===== config.mk =====
export PLATFORM = sky130hd
export DESIGN_NAME = sequence_detector_param
export DESIGN_NICKNAME = d
export VERILOG_FILES = /design/src/rtl/sequence_detector_param.sv
export SDC_FILE = /design/constraint.sdc
export NUM_CORES = 1
export LEC_CHECK = 0
export ABC_CLOCK_PERIOD_IN_PS = 4300
export CORE_MARGIN = 4
export CORE_UTILIZATION = 53
export CTS_CLUSTER_SIZE = 30
export DETAILED_ROUTE_END_ITERATION = 8
export GPL_TIMING_DRIVEN = 0
export HOLD_SLACK_MARGIN = 0.02
export PLACE_DENSITY_LB_ADDON = 0.12
export SYNTH_ARGS = -nofsm -noshare
export SYNTH_HDL_FRONTEND = slang
export SYNTH_SLANG_ARGS = --single-unit

===== constraint.sdc =====
create_clock -name clk -period 4.3 [get_ports clk]
set_input_delay 0.86 -clock clk [delete_from_list [all_inputs] [get_ports clk]]
set_output_delay 0.86 -clock clk [all_outputs]
set_load 0.02 [all_outputs]

===== src/rtl/sequence_detector_param.sv =====
// ============================================================================
// Module   : sequence_detector_param
// Purpose  : Serial pattern detector with a loadable pattern, overlap control,
//            input-enable gating and a saturating match counter.
// Revision : 1.0 - initial release
// ============================================================================
`default_nettype none

module sequence_detector_param #(
  parameter int                       PATTERN_WIDTH   = 3,
  parameter logic [PATTERN_WIDTH-1:0] PATTERN_DEFAULT = 3'b110,
  parameter int                       COUNT_WIDTH     = 8
) (
  input  logic                     clk,
  input  logic                     reset,
  input  logic                     en,
  input  logic                     si,
  input  logic [PATTERN_WIDTH-1:0] pattern_in,
  input  logic                     load,
  input  logic                     overlap,
  input  logic                     clear,
  output logic                     detected,
  output logic [COUNT_WIDTH-1:0]   count,
  output logic                     saturated
);

  localparam int                     c_fill_w  = $clog2(PATTERN_WIDTH + 1);
  localparam logic [c_fill_w-1:0]    c_full    = c_fill_w'(PATTERN_WIDTH);
  localparam logic [c_fill_w-1:0]    c_fill_one = c_fill_w'(1);
  localparam logic [COUNT_WIDTH-1:0] c_cnt_max = '1;
  localparam logic [COUNT_WIDTH-1:0] c_cnt_one = COUNT_WIDTH'(1);

  logic [PATTERN_WIDTH-1:0] r_pat;
  logic [PATTERN_WIDTH-1:0] r_win;
  logic [c_fill_w-1:0]      r_fill;
  logic                     r_detected;
  logic [COUNT_WIDTH-1:0]   r_count;
  logic                     r_saturated;

  logic [PATTERN_WIDTH-1:0] w_nw;
  logic [c_fill_w-1:0]      w_nf;
  logic                     w_match;
  logic [COUNT_WIDTH-1:0]   w_cnt_next;

  // Next window/fill as if this edge consumes si; the match uses these values.
  always_comb begin
    w_nw       = {r_win[PATTERN_WIDTH-2:0], si};
    w_nf       = (r_fill == c_full) ? r_fill : r_fill + c_fill_one;
    w_match    = (w_nf == c_full) && (w_nw == r_pat);
    w_cnt_next = (r_count == c_cnt_max) ? r_count : r_count + c_cnt_one;
  end

  always_ff @(posedge clk or negedge reset) begin
    if (!reset) begin
      r_pat       <= PATTERN_DEFAULT;
      r_win       <= '0;
      r_fill      <= '0;
      r_detected  <= 1'b0;
      r_count     <= '0;
      r_saturated <= 1'b0;
    end else if (clear || load) begin
      // Either strobe flushes history; si is ignored on this edge.
      r_win      <= '0;
      r_fill     <= '0;
      r_detected <= 1'b0;
      if (clear) begin
        r_count     <= '0;
        r_saturated <= 1'b0;
      end
      if (load) begin
        r_pat <= pattern_in;
      end
    end else if (en) begin
      r_win      <= w_nw;
      r_detected <= w_match;
      if (w_match) begin
        r_count <= w_cnt_next;
        if (w_cnt_next == c_cnt_max) begin
          r_saturated <= 1'b1;
        end
        // Non-overlapping mode demands a full set of fresh bits for the next hit.
        r_fill <= overlap ? w_nf : '0;
      end else begin
        r_fill <= w_nf;
      end
    end else begin
      r_detected <= 1'b0;
    end
  end

  assign detected  = r_detected;
  assign count     = r_count;
  assign saturated = r_saturated;

endmodule

`default_nettype wire

* Word-level counts from Yosys, hierarchy flattened *
Cells that the tools add are included.

cells by class
  add/sub/neg operators = 2
  equality and inequality tests = 6
  mux-type cells = 19
  reduce and logical (&&, ||, !) cells = 8

operator list
  operator                                                       count
  8-bit 2-to-1 mux                                               5
  8-bit equality test, second input constant                     2
  2-bit 2-to-1 mux                                               7
  8-bit by 1-bit adder with 8-bit output, second input constant  1
  1-bit 2-to-1 mux                                               7
  2-bit nonzero test                                             3
  2-bit equality test, second input constant                     2
  4-bit AND reduction                                            1
  3-bit equality test                                            1
  3-bit AND reduction                                            1
  2-bit by 1-bit adder with 2-bit output, second input constant  1
  2-bit inequality test, second input constant                   1
  2-bit AND reduction                                            1
  1-bit logical AND                                              1
  1-bit logical OR                                               1

word-level totals
  register bits = 17
  input port bits = 10
  output and inout bits = 10
  logic and storage cells = 41

* Depth between registers and ports, before layout *
Gate-level depths: netlist of the first run.

  word-level depth = 7
  gate-level depth with buffers = 6
  gate-level depth less buffers = 5

* Least setup slack after synthesis of the first run *
OpenSTA, ideal clock, no wires.

  path type = input -> register
  start point = input load
  end point = register r_count[3] (netlist: count[3])
  library setup time = 0.077 ns
  arrival time = 1.964 ns
  data required time = 4.223 ns
  path slack = 2.259 ns
  cell stages on the path = 5
  buffers on the path = 1
  cells stage by stage = buf_6 and3b_1 nand4_2 or4_1 a21oi_1

between the ends
  cells in the longest elaborated chain, start to end = 3
  elaborated cells on any way between the ends = 6
  classes of those cells = eq/ne: 1; mux: 1; reduce/logical: 4

RTL lines
  what                                                                                 line  source
  start, declared                                                                      19    input logic load,
  1-bit logical OR *                                                                   61    end else if (clear || load) begin
  2-bit inequality test (no source line) / 2-bit nonzero test (equally long branches)  --
  3-bit AND reduction (no source line)                                                 --
  end signal, assigned                                                                 77    r_count <= w_cnt_next;
  end, declared                                                                        37    logic [COUNT_WIDTH-1:0] r_count;

Every way passes the cells marked *; elsewhere a longest branch is shown, timed or not.
A chain may end at the register's enable or synchronous reset.

* Worst setup path in the final report of the first run *
  start point = register r_count[3] (netlist: count[3])
  end point = output count[3]

RTL lines
  what           line  source
  end, declared  23    output logic [COUNT_WIDTH-1:0] count,

No word-level cell between the ends.

==> impl_metrics.py, run 1 <==
metrics = {
    "status": {
        "outcome": "finished clean",
    },
    "yosys": {
        "syn_inst": 93,
        "avgSynthCellArea_um2": 10.7,
        "syn_nets": 104,
        "synthTopCellsByCount": "dfrtp_1, a21oi_1, a311oi_1",
        "synth_ff_type": "dfrtp_1",
        "yosysWarnings": 0,
        "yosys.cell_count.top_type": "dfrtp_1",
        "ys_top_cells_by_area": "dfrtp_1, dfstp_2, xnor2_2",
        "synth_top_cell_by_area": "dfrtp_1",
        "async_flop_share_pct": 100,
        "synth_edf_count": 0,
        "synth_seq_area_share_pct": 43.2,
        "ys_types": 39,
        "yosysTopAreaCellShare_pct": 37.9,
        "syn_area_um2": 991,
        "ys_ff_latch": 17,
    },
    "setup_path": {
        "arrival_ps": 1480,
        "cp_num_buf_inv": 1,
        "cp_slowest_cell": "clkdlybuf4s50_1",
        "worst_path_dominant_cell_family": "buffers and inverters",
        "critical_path_class": "reg -> out",
        "critPathMaxStageDelay_ps": 670,
        "critPathCaptureType": "output port",
        "cp-start-kind": "flop",
        "critPathRequiredTime_ps": 3440,
        "crit_fanout": 9,
        "worstPathCellList": "clkdlybuf4s50_1",
    },
    "pwr": {
        "switching_share_pct": 24.2,
        "seqPwrFrac_pct": 58.7,
        "internal_power_uw": 219,
        "clock_power_share_pct": 30.0,
        "switchingPower_uw": 69.9,
        "cellPowerDensity_nw_per_um2": 237,
        "combPwrFrac_pct": 11.4,
        "p_leak_uw": 0.000513,
        "ir_worst_vdd_v": 0.000173,
    },
    "clock_tree": {
        "cts_resized": 0,
        "cts_buffers": 3,
        "clockRootBuffer": "clkbuf_4",
        "cts.sinks": 17,
        "cts_tree": "built",
        "postCtsSetupRepairBufs": 0,
        "insertion_delay_ps": 290,
        "cts_buffer_depth": 2,
        "cts_max_level": 1,
        "path_clk_slew_ps": 100,
        "hold_buffers": 0,
    },
    "sta": {
        "tightest_slew_ps": 774,
        "fin_crit_ps": 2340,
        "fmax_mhz": 427,
        "hold_viol_final": 0,
        "slew_headroom_pct": 48.2,
        "fin_skew_ps": 5.30,
        "final.period_utilization_pct": 54.4,
        "rsz0062_at_grt": "false",
        "slew_violations": 0,
        "setup_viol": 0,
        "tns_ps": 0,
    },
    "global_route": {
        "grt_pass1_vias": 801,
        "grt_max_degree": 18,
        "grt_overflow": 0,
        "grt_pass1_wl_um": 3830,
        "grt_antenna_before_repair": 0,
        "grt_usage_pct": 19.7,
    },
    "place": {
        "postPlaceCellArea_um2": 1190,
        "dp_cells": 135,
        "gp_congestion": 0.862,
        "post-dp-hpwl_um": 1540,
        "portBuffers": 17,
    },
    "die": {
        "die_x_um": 51.2,
        "num_rows": 15,
        "dieHeight_um": 51.2,
        "start_util_pct": 56.8,
        "coreArea_um2": 1750,
        "dieArea_um2": 2630,
        "ioPinCount": 20,
    },
    "finish": {
        "syn_to_final_growth_pct": 23.0,
        "final_area_um2": 1220,
        "drive_above_1_share_pct": 16.7,
        "fin_util_pct": 69.8,
        "nNetsFinal": 126,
        "antenna_cells": 0,
        "layout.cells.non_filler": 139,
    },
    "detailed_routing": {
        "drc": 0,
        "post_drt_via_cell_ratio": 6.04,
        "drt_iter0_drc": 25,
        "wire_per_inst_um": 15.7,
        "vias": 840,
        "postRouteAntennaNets": 0,
        "dr.pass1.iters": 4,
        "wl_um": 2180,
    },
    "job": {
        "drv_cap": 0,
    },
    "min_path": {
        "min_path_type": "reg -> reg",
    },
}
-- flip-flops by register name (all words and copies together) (netlist names) --
| signal | cells |
|---|---|
| count | 8 |
| detected | 1 |
| r_fill | 2 |
| r_pat | 3 |
| r_win | 2 |
| saturated | 1 |
-- logic make-up after synthesis --
kind of cell,count (synthesis),share of synthesized area [%]
AO/OA/AOI/OAI,25,17.6
XOR/XNOR,3,4.92
adder cells (fa/ha/maj),2,2.27
buffers and inverters,8,5.05
flip-flops,17,43.2
multiplexers,5,5.43
AND/OR/NAND/NOR,33,21.6
-- through the flow --
step	setup WS (ps)	total power (uW)	hold WS (ps)
after floorplan	2260	191	496
after global placement	1830	204	527
after detailed placement	1810	205	556
after CTS	1970	290	579
after global routing	1890	306	614
final	1960	288	575
-- power groups by stage --
| stage | registers (uW) | logic, uW | clock network [uW] |
|---|---|---|---|
| floorplan | 171 | 19.5 | 0 |
| global placement | 172 | 32.3 | 0 |
| global route | 170 | 35.8 | 100 |
| finish | 169 | 32.7 | 86.5 |
| detailed placement | 172 | 33.0 | 0 |
| CTS | 169 | 33.1 | 88.0 |
-- worst paths after layout --
kind                            startpoint        end  slack [ps]  cells past startpoint
worst max-delay path              count[3]   count[3]        1960                      1
worst min-delay path             saturated  saturated         570                      2
worst max register to register    count[0]   count[3]        2380                      5
worst min register to register   saturated  saturated         570                      2
max in group asynchronous            reset   r_win[0]        2800                      1
min in group asynchronous            reset   r_pat[0]        1020                      1
-- placed cells by master (no fill, tap or decap), types with 2 or more instances in the layout --
cell	instances
o31ai_1	2
a311oi_1	5
nand2_1	4
clkbuf_4	4
and3_1	4
mux2_2	3
a21oi_1	6
a31oi_1	3
nand3_1	2
dfrtp_1	15
o21ai_0	3
nand4_1	3
nor2_1	3
nor3_1	3
clkdlybuf4s50_1	17
buf_6	2
dfstp_2	2
mux2i_1	2
inv_1	4
xnor2_2	3
and4_1	2
a41oi_1	3
-- cell type report --
cell class	count	area [um^2]
fillers	139	527
multi-input cells	68	513
flip-flops and latches	17	428
repair buffers	17	170
plain buffers	4	35.0
well taps	25	31.3
clock buffers	4	26.3
inverters	4	15.0
-- per-layer routing --
layer / wire (um) / vias to the layer above / global-route usage, %
met1: 980 / 401 / 27.0
li1: - / 407 / -
met2: 1040 / 30 / 29.8
met4: 17 / 0 / 6.55
met5: 0 / - / 0
met3: 140 / 2 / 5.83
Note: power is estimated with default switching activity, not from simulation.
==> inputs of run 2 (changes only) <==
--- a/config.mk
+++ b/config.mk
@@ -5,9 +5,9 @@
 export SDC_FILE = /design/constraint.sdc
 export NUM_CORES = 1
 export LEC_CHECK = 0
-export ABC_CLOCK_PERIOD_IN_PS = 4300
+export ABC_CLOCK_PERIOD_IN_PS = 2000
 export CORE_MARGIN = 4
-export CORE_UTILIZATION = 53
+export CORE_UTILIZATION = 45
 export CTS_CLUSTER_SIZE = 30
 export DETAILED_ROUTE_END_ITERATION = 8
 export GPL_TIMING_DRIVEN = 0
==> constraint.sdc (replaced) <==
create_clock -name clk -period 2 [get_ports clk]
set_input_delay 0.4 -clock clk [delete_from_list [all_inputs] [get_ports clk]]
set_output_delay 0.4 -clock clk [all_outputs]
set_load 0.02 [all_outputs]
==> run 2 against run 1 <==
Against the previous run: sequential power up 110%; combinational power up 120%; design area up 0.62%; count of clock-buffer cells in the layout down 1; clock power is 120% higher; die area rose by 15%; first-iteration DRC count is 8.0% higher; clock skew grew 2.3 ps; final cell count rose by 1.4%; via count up 4.0%; worst hold slack lost 270 ps; largest power group unchanged; highest routed layer unchanged.
==> impl_metrics.py, run 2 (synthesized netlist as in run 1, its figures left out) <==
metrics = {
    "status": {
        "outcome": "finished clean",
    },
    "die": {
        "num_rows": 16,
        "ioPinCount": 20,
        "start_util_pct": 49.0,
        "coreArea_um2": 2020,
        "dieHeight_um": 54.9,
        "die_x_um": 54.9,
        "dieArea_um2": 3020,
    },
    "clock_tree": {
        "insertion_delay_ps": 300,
        "cts_buffer_depth": 2,
        "cts_tree": "built",
        "cts_buffers": 3,
        "hold_buffers": 0,
        "cts_max_level": 1,
        "cts.sinks": 17,
        "clockRootBuffer": "clkbuf_4",
        "postCtsSetupRepairBufs": 0,
        "path_clk_slew_ps": 110,
    },
    "place": {
        "portBuffers": 17,
        "dp_cells": 137,
        "gp_congestion": 0.825,
        "postPlaceCellArea_um2": 1190,
        "post-dp-hpwl_um": 1520,
    },
    "sta": {
        "tns_ps": 0,
        "slew_headroom_pct": 49.9,
        "rsz0062_at_grt": "false",
        "slew_violations": 0,
        "tightest_slew_ps": 750,
        "final.period_utilization_pct": 93.3,
        "hold_viol_final": 0,
        "fin_crit_ps": 1870,
        "fmax_mhz": 536,
        "fin_skew_ps": 7.59,
        "hold_ws_ps": 307,
        "setup_viol": 0,
    },
    "finish": {
        "most-common-layout-cells": "clkdlybuf4s50_1, dfrtp_1, a21oi_1",
        "largest_register_ffs": 8,
        "final_common_cell": "clkdlybuf4s50_1",
        "drive_above_1_share_pct": 19.3,
        "final_area_um2": 1230,
        "nNetsFinal": 126,
        "antenna_cells": 0,
        "syn_to_final_growth_pct": 23.7,
        "layout.cells.non_filler": 141,
    },
    "job": {
        "drv_cap": 0,
    },
    "global_route": {
        "grt_antenna_before_repair": 0,
        "grt_pass1_vias": 788,
        "grt_overflow": 0,
        "grt_pass1_wl_um": 3690,
        "grt_usage_pct": 17.2,
        "grt_max_degree": 18,
    },
    "min_path": {
        "min_from": "load",
        "min_path_type": "in -> reg",
        "whs_endpoint": "r_win[1]",
        "whs_path_depth": 2,
    },
    "setup_path": {
        "timing.rr.end": "count[3]",
        "arrival_ps": 1470,
        "worst_path_dominant_cell_family": "buffers and inverters",
        "r2r_cells": 5,
        "critPathCaptureType": "output port",
        "critPathRequiredTime_ps": 1600,
        "cp_num_buf_inv": 1,
        "critical_path_class": "reg -> out",
        "critPathMaxStageDelay_ps": 660,
        "worstPathCellList": "clkdlybuf4s50_1",
        "cp_slowest_cell": "clkdlybuf4s50_1",
        "r2r-start": "count[0]",
        "cp-start-kind": "flop",
        "ff2ff_setup_slack_ps": 160,
        "crit_fanout": 9,
    },
    "detailed_routing": {
        "dr.pass1.iters": 4,
        "vias": 874,
        "drt_iter0_drc": 27,
        "wl_um": 2180,
        "wire_per_inst_um": 15.5,
        "post_drt_via_cell_ratio": 6.20,
        "postRouteAntennaNets": 0,
        "drc": 0,
    },
    "pwr": {
        "internal_power_uw": 467,
        "switching_share_pct": 25.2,
        "ir_worst_vdd_v": 0.000376,
        "p_leak_uw": 0.000510,
        "combPwrFrac_pct": 11.4,
        "total_power_uw": 624,
        "switchingPower_uw": 158,
        "clock_power_share_pct": 30.4,
        "cellPowerDensity_nw_per_um2": 509,
        "seqPwrFrac_pct": 58.2,
    },
}
run 2: cell type report:
class / count / area (um^2)
Inverter: 4 / 15.0
Clock inverter: 1 / 5.00
Sequential cell: 17 / 429
Fill cell: 181 / 796
Buffer: 4 / 35.0
Timing Repair Buffer: 17 / 170
Tap cell: 27 / 33.8
Clock buffer: 3 / 22.5
Multi-Input combinational cell: 68 / 515
run 2: worst max-delay path by stage:
| stage | cells after the start | start | to |
|---|---|---|---|
| finish | 1 | count[3] | count[3] |
| global route | 5 | count[0] | count[3] |
| floorplan | 5 | count[0] | count[3] |
| detailed placement | 6 | si | count[4] |
| CTS | 5 | count[0] | count[3] |
| global placement | 6 | si | count[7] |
run 2: per-layer routing:
metal	GRT usage [%]	vias up	share of wire, %
met2	24.2	28	44
met4	8.10	0	1.1
li1	-	410	-
met5	0	-	0
met3	2.41	4	5.4
met1	25.8	432	49
run 2: stage by stage:
step	setup WS [ps]	utilization (%)
3_5_place_dp	-53.9	59.1
2_1_floorplan	148	-
3_3_place_gp	-86.0	59.1
4_1_cts	97.0	60.5
5_1_grt	74.6	60.6
6_report	133	60.6
run 2: timing repair:
| item | CTS | global route |
|---|---|---|
| hold endpoints to repair | 0 | 0 |
| endpoints found under the setup margin | 0 | 1 |
| gates resized for setup | 0 | 2 |
run 2: power by group through the flow:
stage / Clock [uW] / Combinational (uW) / Sequential (uW)
5_1_grt: 214 / 77.6 / 366
4_1_cts: 197 / 71.9 / 364
3_5_place_dp: 0 / 71.9 / 370
6_report: 190 / 71.1 / 363
2_1_floorplan: 0 / 41.8 / 369
3_3_place_gp: 0 / 70.2 / 370
==> inputs of run 3 (changes only) <==
--- a/config.mk
+++ b/config.mk
@@ -6,13 +6,15 @@
 export NUM_CORES = 1
 export LEC_CHECK = 0
 export ABC_CLOCK_PERIOD_IN_PS = 2000
-export CORE_MARGIN = 4
+export CORE_ASPECT_RATIO = 0.8
+export CORE_MARGIN = 3
 export CORE_UTILIZATION = 45
 export CTS_CLUSTER_SIZE = 30
 export DETAILED_ROUTE_END_ITERATION = 8
 export GPL_TIMING_DRIVEN = 0
 export HOLD_SLACK_MARGIN = 0.02
 export PLACE_DENSITY_LB_ADDON = 0.12
+export SLEW_MARGIN = 20
 export SYNTH_ARGS = -nofsm -noshare
 export SYNTH_HDL_FRONTEND = slang
 export SYNTH_SLANG_ARGS = --single-unit
==> run 3 against run 2 <==
Against the previous run: count of clock-buffer cells in the layout grew 1; die area fell by 7.0%; worst hold slack improved by 2.7 ps; utilization up 0.99 points; power down 1.2%; critical endpoint is now count[3].
==> impl_metrics.py, run 3 (synthesized netlist as in run 1, its figures left out) <==
metrics = {
    "status": {
        "outcome": "finished clean",
    },
    "die": {
        "die_x_um": 58.5,
        "ioPinCount": 20,
        "dieArea_um2": 2800,
        "num_rows": 14,
        "start_util_pct": 50.1,
        "coreArea_um2": 1980,
        "dieHeight_um": 48.0,
    },
    "setup_path": {
        "critical_path_class": "reg -> reg",
        "critPathRequiredTime_ps": 2220,
        "critPathCaptureType": "flop",
        "cp-start-kind": "flop",
        "arrival_ps": 2070,
        "r2r_cells": 5,
        "crit_fanout": 7,
        "r2r-start": "count[0]",
        "ff2ff_setup_slack_ps": 150,
        "timing.rr.end": "count[3]",
    },
    "pwr": {
        "p_leak_uw": 0.000509,
        "ir_worst_vdd_v": 0.000434,
        "total_power_uw": 617,
        "cellPowerDensity_nw_per_um2": 506,
    },
    "detailed_routing": {
        "dr.pass1.iters": 4,
        "wl_um": 2150,
        "post_drt_via_cell_ratio": 5.99,
        "vias": 827,
        "postRouteAntennaNets": 0,
        "drt_iter0_drc": 33,
        "drc": 0,
        "wire_per_inst_um": 15.6,
    },
    "finish": {
        "syn_to_final_growth_pct": 23.1,
        "fin_util_pct": 61.6,
        "final_common_cell": "clkdlybuf4s50_1",
        "largest_register_ffs": 8,
        "most-common-layout-cells": "clkdlybuf4s50_1, dfrtp_1, a21oi_1",
        "nNetsFinal": 126,
        "drive_above_1_share_pct": 17.5,
        "antenna_cells": 0,
        "final_area_um2": 1220,
    },
    "clock_tree": {
        "cts_buffers": 3,
        "clockRootBuffer": "clkbuf_4",
        "path_clk_slew_ps": 90,
        "cts_max_level": 1,
        "cts_buffer_depth": 2,
        "postCtsSetupRepairBufs": 0,
        "cts_tree": "built",
        "hold_buffers": 0,
        "cts_resized": 0,
        "cts.sinks": 17,
        "insertion_delay_ps": 290,
    },
    "place": {
        "gp_congestion": 0.858,
        "postPlaceCellArea_um2": 1190,
        "pre_cts_ws_ps": -25.0,
        "post-dp-hpwl_um": 1560,
        "portBuffers": 17,
    },
    "sta": {
        "slew_violations": 0,
        "fin_crit_ps": 1850,
        "layout_setup_ws_ps": 149,
        "tns_ps": 0,
        "setup_viol": 0,
        "tightest_slew_ps": 753,
        "hold_viol_final": 0,
        "slew_headroom_pct": 49.7,
        "final.period_utilization_pct": 92.6,
        "fin_skew_ps": 9.61,
        "fmax_mhz": 540,
        "rsz0062_at_grt": "false",
    },
    "global_route": {
        "grt_overflow": 0,
        "grt_usage_pct": 17.5,
        "grt_antenna_before_repair": 0,
        "grt_pass1_vias": 776,
        "grt_pass1_wl_um": 3630,
        "grt_max_degree": 18,
    },
    "job": {
        "drv_cap": 0,
    },
    "min_path": {
        "min_path_type": "in -> reg",
        "min_from": "load",
        "whs_endpoint": "r_win[1]",
        "whs_path_depth": 2,
    },
}
[run 3: cell types whose count changed in the layout (fill, tap and decap cells not counted), sizes merged]
cell	before	now
clkbuf	4	5
clkinv	1	0
[run 3: cell type report]
| class | count | area, um^2 |
|---|---|---|
| fillers | 183 | 759 |
| flip-flops and latches | 17 | 428 |
| well taps | 24 | 30.0 |
| plain buffers | 4 | 35.0 |
| clock buffers | 4 | 26.3 |
| inverters | 4 | 15.0 |
| repair buffers | 17 | 170 |
| multi-input cells | 68 | 515 |
[run 3: per-stage QoR]
| stage | cells | hold slack [ps] |
|---|---|---|
| floorplan | 93 | 104 |
| global placement | 134 | 526 |
| detailed placement | 134 | 534 |
| CTS | 138 | 298 |
| global route | 138 | 299 |
| finish | 138 | 309 |
[run 3: worst max-delay path, cell delays in order (launching register included)]
cell and delay (ps):
dfrtp_1 450, ha_2 250, and2_2 230, and3_2 230, or4_1 470, a21oi_1 150
[run 3: where the power goes]
| group | internal (uW) | leakage (uW) | switching [uW] |
|---|---|---|---|
| registers | 355 | 0.000227 | 8.18 |
| clock network | 77.5 | 0.0000150 | 107 |
| logic | 37.2 | 0.000267 | 31.9 |
[run 3: routing by layer]
metal	global-route usage, %	up-vias	part of all wire (%)
li1	-	411	-
met4	3.70	0	0
met2	27.6	36	44
met1	23.9	380	48
met3	5.66	0	7.2
met5	0	-	0
[run 3: how the worst max path moves through the flow]
stage                     cells after the start  endpoint      from  slack (ps)
after CTS                                     5  count[3]  count[0]          80
after global routing                          5  count[3]  count[0]          40
final                                         5  count[3]  count[0]         150
after floorplan                               5  count[3]  count[0]         150
after global placement                        5  count[3]        si         -10
after detailed placement                      5  count[3]        si         -20
